### src/rtl/int_to_float_rounding_stage.sv
// Final rounding stage of the integer-to-float converter: applies the RISC-V rounding mode to a
// truncated single-precision result and raises NX, as a two-deep valid/ready pipeline.
module int_to_float_rounding_stage #(
    parameter int         RESIDUE_WIDTH = 9,
    parameter logic [2:0] FALLBACK_RM   = 3'b000
) (
    input  logic                     clock,
    input  logic                     reset,
    input  logic                     flush,
    input  logic                     in_valid,
    output logic                     in_ready,
    input  logic [31:0]              in_float,
    input  logic [RESIDUE_WIDTH-1:0] in_residue,
    input  logic                     in_is_zero,
    input  logic [2:0]               rm_in,
    output logic                     out_valid,
    input  logic                     out_ready,
    output logic [31:0]              out_float,
    output logic                     out_inexact,
    output logic                     out_rm_invalid
);

    localparam logic [2:0] RM_RNE = 3'b000;
    localparam logic [2:0] RM_RTZ = 3'b001;
    localparam logic [2:0] RM_RDN = 3'b010;
    localparam logic [2:0] RM_RUP = 3'b011;
    localparam logic [2:0] RM_RMM = 3'b100;

    // Handshake: a transfer happens on any edge where valid and ready are both high; a stage
    // accepts new data when it is empty or its current content moves on in the same cycle.

    // Stage 1 state
    logic        s1_valid;
    logic [31:0] s1_float;
    logic        s1_inc;
    logic        s1_nx;
    logic        s1_rm_invalid;

    // Stage 1 combinational rounding decision
    logic       rm_reserved;
    logic [2:0] rm_eff;
    logic       round_bit;
    logic       sticky;
    logic       lsb;
    logic       sign;
    logic       inc_c;

    always_comb begin
        rm_reserved = (rm_in > RM_RMM);
        rm_eff      = rm_reserved ? FALLBACK_RM : rm_in;
        round_bit   = in_residue[RESIDUE_WIDTH-1];
        sticky      = |in_residue[RESIDUE_WIDTH-2:0];
        lsb         = in_float[0];
        sign        = in_float[31];
        inc_c       = 1'b0;
        case (rm_eff)
            RM_RNE:  inc_c = round_bit & (sticky | lsb);
            RM_RTZ:  inc_c = 1'b0;
            RM_RDN:  inc_c = sign & (round_bit | sticky);
            RM_RUP:  inc_c = ~sign & (round_bit | sticky);
            RM_RMM:  inc_c = round_bit;
            default: inc_c = 1'b0;
        endcase
    end

    // Pipeline control
    logic s1_advance;
    logic in_fire;

    always_comb begin
        s1_advance = s1_valid & (~out_valid | out_ready);
        in_ready   = ~flush & (~s1_valid | s1_advance);
        in_fire    = in_valid & in_ready;
    end

    always_ff @(posedge clock or posedge reset) begin
        if (reset) begin
            s1_valid      <= 1'b0;
            s1_float      <= 32'h0;
            s1_inc        <= 1'b0;
            s1_nx         <= 1'b0;
            s1_rm_invalid <= 1'b0;
        end else begin
            if (flush) begin
                s1_valid <= 1'b0;
            end else if (in_fire) begin
                s1_valid <= 1'b1;
            end else if (s1_advance) begin
                s1_valid <= 1'b0;
            end
            if (in_fire) begin
                // A zero source forces +0.0 exactly, whatever the upstream data carries
                s1_float      <= in_is_zero ? 32'h0 : in_float;
                s1_inc        <= in_is_zero ? 1'b0 : inc_c;
                s1_nx         <= in_is_zero ? 1'b0 : (round_bit | sticky);
                s1_rm_invalid <= rm_reserved;
            end
        end
    end

    // Stage 2: mantissa increment; a carry out bumps the exponent and leaves mantissa zero
    logic [23:0] mant_sum;
    logic [7:0]  exp_rounded;
    logic [22:0] mant_rounded;

    always_comb begin
        mant_sum     = {1'b0, s1_float[22:0]} + {23'b0, s1_inc};
        exp_rounded  = s1_float[30:23] + {7'b0, mant_sum[23]};
        mant_rounded = mant_sum[23] ? 23'h0 : mant_sum[22:0];
    end

    always_ff @(posedge clock or posedge reset) begin
        if (reset) begin
            out_valid      <= 1'b0;
            out_float      <= 32'h0;
            out_inexact    <= 1'b0;
            out_rm_invalid <= 1'b0;
        end else begin
            if (flush) begin
                out_valid <= 1'b0;
            end else if (s1_advance) begin
                out_valid <= 1'b1;
            end else if (out_ready) begin
                out_valid <= 1'b0;
            end
            if (s1_advance) begin
                out_float      <= {s1_float[31], exp_rounded, mant_rounded};
                out_inexact    <= s1_nx;
                out_rm_invalid <= s1_rm_invalid;
            end
        end
    end

endmodule

### config.mk
export PLATFORM = sky130hd
export DESIGN_NAME = int_to_float_rounding_stage
export DESIGN_NICKNAME = d
export VERILOG_FILES = /design/src/rtl/int_to_float_rounding_stage.sv
export SDC_FILE = /design/constraint.sdc
export NUM_CORES = 1
export LEC_CHECK = 0
export BUFFER_PORTS_ARGS = -buffer_cell sky130_fd_sc_hd__buf_4
export CAP_MARGIN = 10
export CORE_MARGIN = 2
export CORE_UTILIZATION = 57
export DETAILED_ROUTE_END_ITERATION = 8
export PLACE_DENSITY_LB_ADDON = 0.15
export SETUP_SLACK_MARGIN = 0.02
export SKIP_LAST_GASP = 1
export SYNTH_ARGS = -nofsm -noshare
export SYNTH_HDL_FRONTEND = slang
export SYNTH_SLANG_ARGS = --single-unit
### constraint.sdc
create_clock -name clock -period 5.5 [get_ports clock]
set_input_delay 0.275 -clock clock [delete_from_list [all_inputs] [get_ports clock]]
set_output_delay 0.275 -clock clock [all_outputs]
set_load 0.01 [all_outputs]
# --- Word-level counts from Yosys, hierarchy flattened ---
# Index checks and enable logic that the tools add are counted.
op_classes:
  addsub: 2
  mul: 0
  div_mod_pow: 0
  n_lt_le_gt_ge: 1
  n_eq_ne: 3
  n_shift: 0
  muxes: 12
  n_bitwise: 14
  reduce_logical: 4
ops:
  columns: ["cell", "n"]
  rows:
  - ["2-to-1 mux 32 bit", 1]
  - ["adder 23 x 1 -> 24 bit", 1]
  - ["2-to-1 mux 23 bit", 1]
  - ["adder 8 x 1 -> 8 bit", 1]
  - ["2-to-1 mux 1 bit", 8]
  - ["OR reduction 8 bit", 1]
  - ["bitwise AND 1 bit", 6]
  - ["== test 3 x 2 -> 1 bit, second input constant", 2]
  - ["nonzero test 3 bit", 2]
  - ["NOT 1 bit", 4]
  - ["OR 1 bit", 4]
  - ["one-hot mux 1 bit (4 select lines)", 1]
  - ["== test 3 bit, second input constant", 1]
  - ["> comparator 3 bit, second input constant", 1]
  - ["zero test 3 bit", 1]
  - ["2-to-1 mux 3 bit", 1]
totals:
  ff_bits: 71
  latch_bits: 0
  mem_bits_rw: 0
  romBits: 0
  elab_cells: 45
  n_memories: 0

# --- Depth between registers and ports, before layout ---
depth:
  word_depth: 8
  mapped_depth: 11
  mapped_depth_nobuf: 10

# --- Worst setup path after synthesis ---
# OpenSTA, ideal clock, no wires.
synth_path:
  path_kind: "register -> register"
  start: "reg s1_float[0]"
  end: "reg out_float[28]"
  arrival_ns: 2.426
  required_ns: 5.375
  slack_ns: 2.950
  stages_incl_launch_ff: 11
  path_buffers: 1
  period_less_slack_ns: 2.550
  path_cell_list: "dfrtp_1 -> ha_1 -> nand2_1 -> or4_4 -> buf_4 -> nor3_4 -> ha_1 -> and4_1 -> nand2_1 -> xnor2_1 -> mux2_2"
synth_via:
  elab_chain_cells: 2
synth_rtl:
  columns: ["element", "line_no", "source"]
  rows:
  - ["start, declared", "34", "logic [31:0] s1_float;"]
  - ["start signal, assigned", "93", "s1_float <= in_is_zero ? 32'h0 : in_float;"]
  - ["adder 23 x 1 -> 24 bit", "107", "mant_sum = {1'b0, s1_float[22:0]} + {23'b0, s1_inc};"]
  - ["adder 8 x 1 -> 8 bit", "108", "exp_rounded = s1_float[30:23] + {7'b0, mant_sum[23]};"]
  - ["end signal, assigned", "127", "out_float <= {s1_float[31], exp_rounded, mant_rounded};"]
  - ["end, declared", "18", "output logic [31:0] out_float,"]
# Every way passes these cells.
# A chain may end at the register's enable or synchronous reset.

# --- Final worst setup path ---
# Same ends and word-level chain as after synthesis.

==> summary.txt <==
Placement
  – Total placed instance area: 0.004170 mm2
  – Number of buffer cells added on primary ports: 85
  – Dpl hpwl: 5336 um
  – Gp weighted congestion: 0.8307

Clock tree
  – Cts repair resizes: 0
  – Inserted Clock Buffers: 9
  – Number of buffers added to fix hold violations after cts: 0
  – CTS tree: done
  – Worst skew pair latency: 0.34 ns
  – Number of sinks handled by clock tree synthesis: 71
  – Setup Buffers After CTS: 0
  – Clock H-tree levels: 3
  – Clock root buffer master: sky130_fd_sc_hd__clkbuf_8
  – Clock Pin Slew Worst Setup and Hold Paths: 0.07 ns
  – Maximum buffer depth of the clock tree: 2

Setup path
  – Number of cells on the worst reg-to-reg path: 9
  – Critical-path cell list: ha_1 > nand2_1 > or4_4 > nor3_4 > ha_1 > and4_1 > nand2_1 > xnor2_1 > mux2_2
  – Reg-to-Reg End: out_float[28]
  – Maximum fanout along the worst path: 14
  – Biggest cell delay along the critical path: 0.67 ns
  – Worst setup SP type: flop
  – Kind of capture point of the worst setup path: flop
  – Cell with the largest stage delay on the worst path: sky130_fd_sc_hd__or4_4
  – Cell count along the critical path: 9
  – Origin of the worst setup path: s1_float[0]
  – Cell type group with the largest total delay on the critical path: simple AND/OR/NAND/NOR gates
  – Worst endpoint data arrival time: 3.05 ns
  – Endpoint required time on the critical path: 5.73 ns
  – Internal reg-to-reg setup slack: 2.68 ns
  – Worst setup path end: out_float[28]
  – Buf+Inv Stages, Crit Path: 0
  – Type of the worst setup path: reg2reg
  – Source of the worst register-to-register timing path: s1_float[0]

Logic synthesis
  – Synthesized area divided by synthesized cell count: 9.224 um2
  – Most common cell in the netlist: sky130_fd_sc_hd__nand2_1
  – Sequential element share of the synthesized area: 50.82%
  – Number of warning messages in the yosys log: 0
  – Top cells by area, synth: sky130_fd_sc_hd__dfrtp_1, sky130_fd_sc_hd__nand2_1, sky130_fd_sc_hd__o21ai_0
  – Distinct cell type count of the synthesized netlist: 39
  – Number of synthesized register bits: 71
  – Post-synthesis instance area: 0.003496 mm2
  – Number of nets produced by synthesis: 433
  – Number of flops mapped to enable cells by yosys: 0
  – Ranking of synthesized cells by instance count: sky130_fd_sc_hd__nand2_1, sky130_fd_sc_hd__dfrtp_1, sky130_fd_sc_hd__o21ai_0, sky130_fd_sc_hd__nand2b_1, sky130_fd_sc_hd__clkbuf_1
  – Post-synth top area share: 50.82%
  – Cells after synthesis: 379
  – Fraction of registers with async set/reset: 100.0%
  – Cell accounting for the most synthesized area: sky130_fd_sc_hd__dfrtp_1
  – Flip-flop cell with the highest count after synthesis: sky130_fd_sc_hd__dfrtp_1

Routing
  – Post-route ant nets: 0
  – Vias after detailed routing: 2926
  – Via density: 5.449
  – Aggregate routed wire length: 7739 um
  – DR pass1 iterations: 4
  – Number of violations reported at the end of detailed-routing iteration 0: 190
  – DRC Markers: 0
  – Mean routed wirelength per cell: 14.41 um

STA
  – Fin. Hold Viols: 0
  – Least-Margin Pin Slew: 0.8768 ns
  – Worst clock skew: 0.009063 ns
  – Achievable clock frequency: 354.7 MHz
  – Share of the clock period used by the worst path: 51.25%
  – Sum of negative setup slack: 0 ns
  – Unrepaired setup endpoints after global routing: no
  – Worst hold slack: 0.1070 ns
  – Total count of max-transition violations in the final report: 0
  – Post-route minimum period: 2.819 ns
  – Final setup violation count: 0
  – Worst max-slew margin expressed relative to the limit: 41.55%

Floorplan
  – Number of top-level pins: 86
  – # rows: 28
  – Width of the die: 82.32 um
  – Total die area: 0.006776 mm2
  – Initial Utilization: 59.04%
  – Die span in y: 82.32 um
  – Core Region: 0.005921 mm2

GRT
  – Global routing usage on met3: 5.870%
  – Total gr overflow: 0
  – Wire length of the first global-routing pass: 12780 um
  – Antenna violations before repair: 0
  – Met1 routing resource usage after global routing: 33.09%
  – Global Route Usage Sum: 25.10%
  – Via count of the first global-routing pass: 2697
  – Met2 Usage GRT: 40.81%
  – Largest net degree at the start of global routing: 72
  – Routing layer with the top usage in global route: met2

Job
  – Number of maximum-capacitance constraint violations: 0

Power
  – Maximum VDD drop: 0.2083 mV
  – Leakage dissipation: 1.973 nW
  – Power density of the placed cells: 294.8 mW/mm2

Finish
  – Count of filler cells inserted in the layout: 478
  – Share of post-route cells with drive strength above 1: 24.24%
  – Synth-to-layout area growth: 24.87%
  – Diode insertion count for antenna repair: 0
  – Post-layout nets: 511
  – Design area: 0.004365 mm2

Status
  – Run status: finished, final reports clean

Min path
  – Tightest Hold Check Type: in2reg
## per-layer routing
| layer | vias up | wire, um |
|---|---|---|
| met5 | - | 0 |
| met4 | 0 | 105 |
| met3 | 11 | 507 |
| met2 | 90 | 3685 |
| met1 | 1364 | 3441 |
| li1 | 1461 | - |
## power breakdown
| part | internal [mW] | switching [mW] |
|---|---|---|
| Sequential | 0.589 | 0.0625 |
| Clock | 0.213 | 0.189 |
| Combinational | 0.120 | 0.113 |
| Total | 0.922 | 0.365 |
## state kept, by name, indices dropped and copies added, names as in the netlist
register	cells
out_inexact	1
s1_rm_invalid	1
out_valid	1
out_rm_invalid	1
s1_nx	1
s1_valid	1
s1_float	32
out_float	32
s1_inc	1
## cell type report
cell class                      instances  area [um2]  share of cell area [%]
Sequential cell                        71        1777                   40.70
Clock inverter                          2       12.51                  0.2866
Clock buffer                           14       182.7                   4.185
Tap cell                               75       93.84                   2.150
Multi-Input combinational cell        279        1605                   36.77
Inverter                                7       26.28                  0.6019
Timing Repair Buffer                   89       668.1                   15.31
## metrics by stage
stage               util [%]  power [mW]  std cells  worst slack (ns)
finish                 73.73       1.287        537             2.681
global route           73.73       1.358        537             2.566
CTS                    73.73       1.295        537             2.671
detailed placement     70.44      0.8961        521             2.745
global placement       70.44      0.8871        521             2.832
floorplan                  -      0.7687        379             2.950
## cell families (layout without fill, tap and decap cells)
group | count (synthesis) | count (layout) | synth area share (%)
adders and majority gates | 4 | 4 | 1.432
muxes | 1 | 1 | 0.3221
and+or+nand+nor | 174 | 174 | 25.66
AOI/OAI and AO/OA | 80 | 80 | 13.49
xor gates and xnor gates | 20 | 20 | 5.011
buffers and inverters | 29 | 112 | 3.257
DFF | 71 | 71 | 50.82
## worst register-to-register path: stages (launching register included)
cell and delay [ns]:
sky130_fd_sc_hd__dfrtp_1 0.37, sky130_fd_sc_hd__ha_1 0.22, sky130_fd_sc_hd__nand2_1 0.13, sky130_fd_sc_hd__or4_4 0.68, sky130_fd_sc_hd__nor3_4 0.34, sky130_fd_sc_hd__ha_1 0.25
sky130_fd_sc_hd__and4_1 0.23, sky130_fd_sc_hd__nand2_1 0.07, sky130_fd_sc_hd__xnor2_1 0.14, sky130_fd_sc_hd__mux2_2 0.27
## cell usage in the layout (no fill, tap or decap), types with 2 or more instances in the layout
cell type                  count
sky130_fd_sc_hd__nand3_1       9
sky130_fd_sc_hd__nor2_1       11
sky130_fd_sc_hd__and4_1        3
sky130_fd_sc_hd__xor2_1        8
sky130_fd_sc_hd__xnor2_1      12
sky130_fd_sc_hd__nand4_1       7
sky130_fd_sc_hd__a31oi_1       6
sky130_fd_sc_hd__nand2_1      81
sky130_fd_sc_hd__nand2b_1     33
sky130_fd_sc_hd__nor3_1        5
sky130_fd_sc_hd__o21ai_0      53
sky130_fd_sc_hd__dfrtp_1      71
sky130_fd_sc_hd__nand3b_1      3
sky130_fd_sc_hd__clkbuf_8     13
sky130_fd_sc_hd__inv_1         6
sky130_fd_sc_hd__a22oi_1       3
sky130_fd_sc_hd__o31ai_1       9
sky130_fd_sc_hd__buf_4        89
sky130_fd_sc_hd__ha_1          4
sky130_fd_sc_hd__nor2b_1       2
sky130_fd_sc_hd__or3_1         2
sky130_fd_sc_hd__nor4_1        4
sky130_fd_sc_hd__a21oi_1       3
sky130_fd_sc_hd__or4_1         8
## worst min path at each step
stage	startpoint	endpoint	slack (ns)	cells after the start
after floorplan	flush	s1_valid	0.34	1
after global placement	s1_float[31]	out_float[31]	0.45	2
after detailed placement	s1_rm_invalid	out_rm_invalid	0.46	2
after CTS	flush	out_valid	0.11	2
after global routing	flush	s1_valid	0.10	2
final	flush	out_valid	0.11	2
Power figures use the tool's default switching activity.
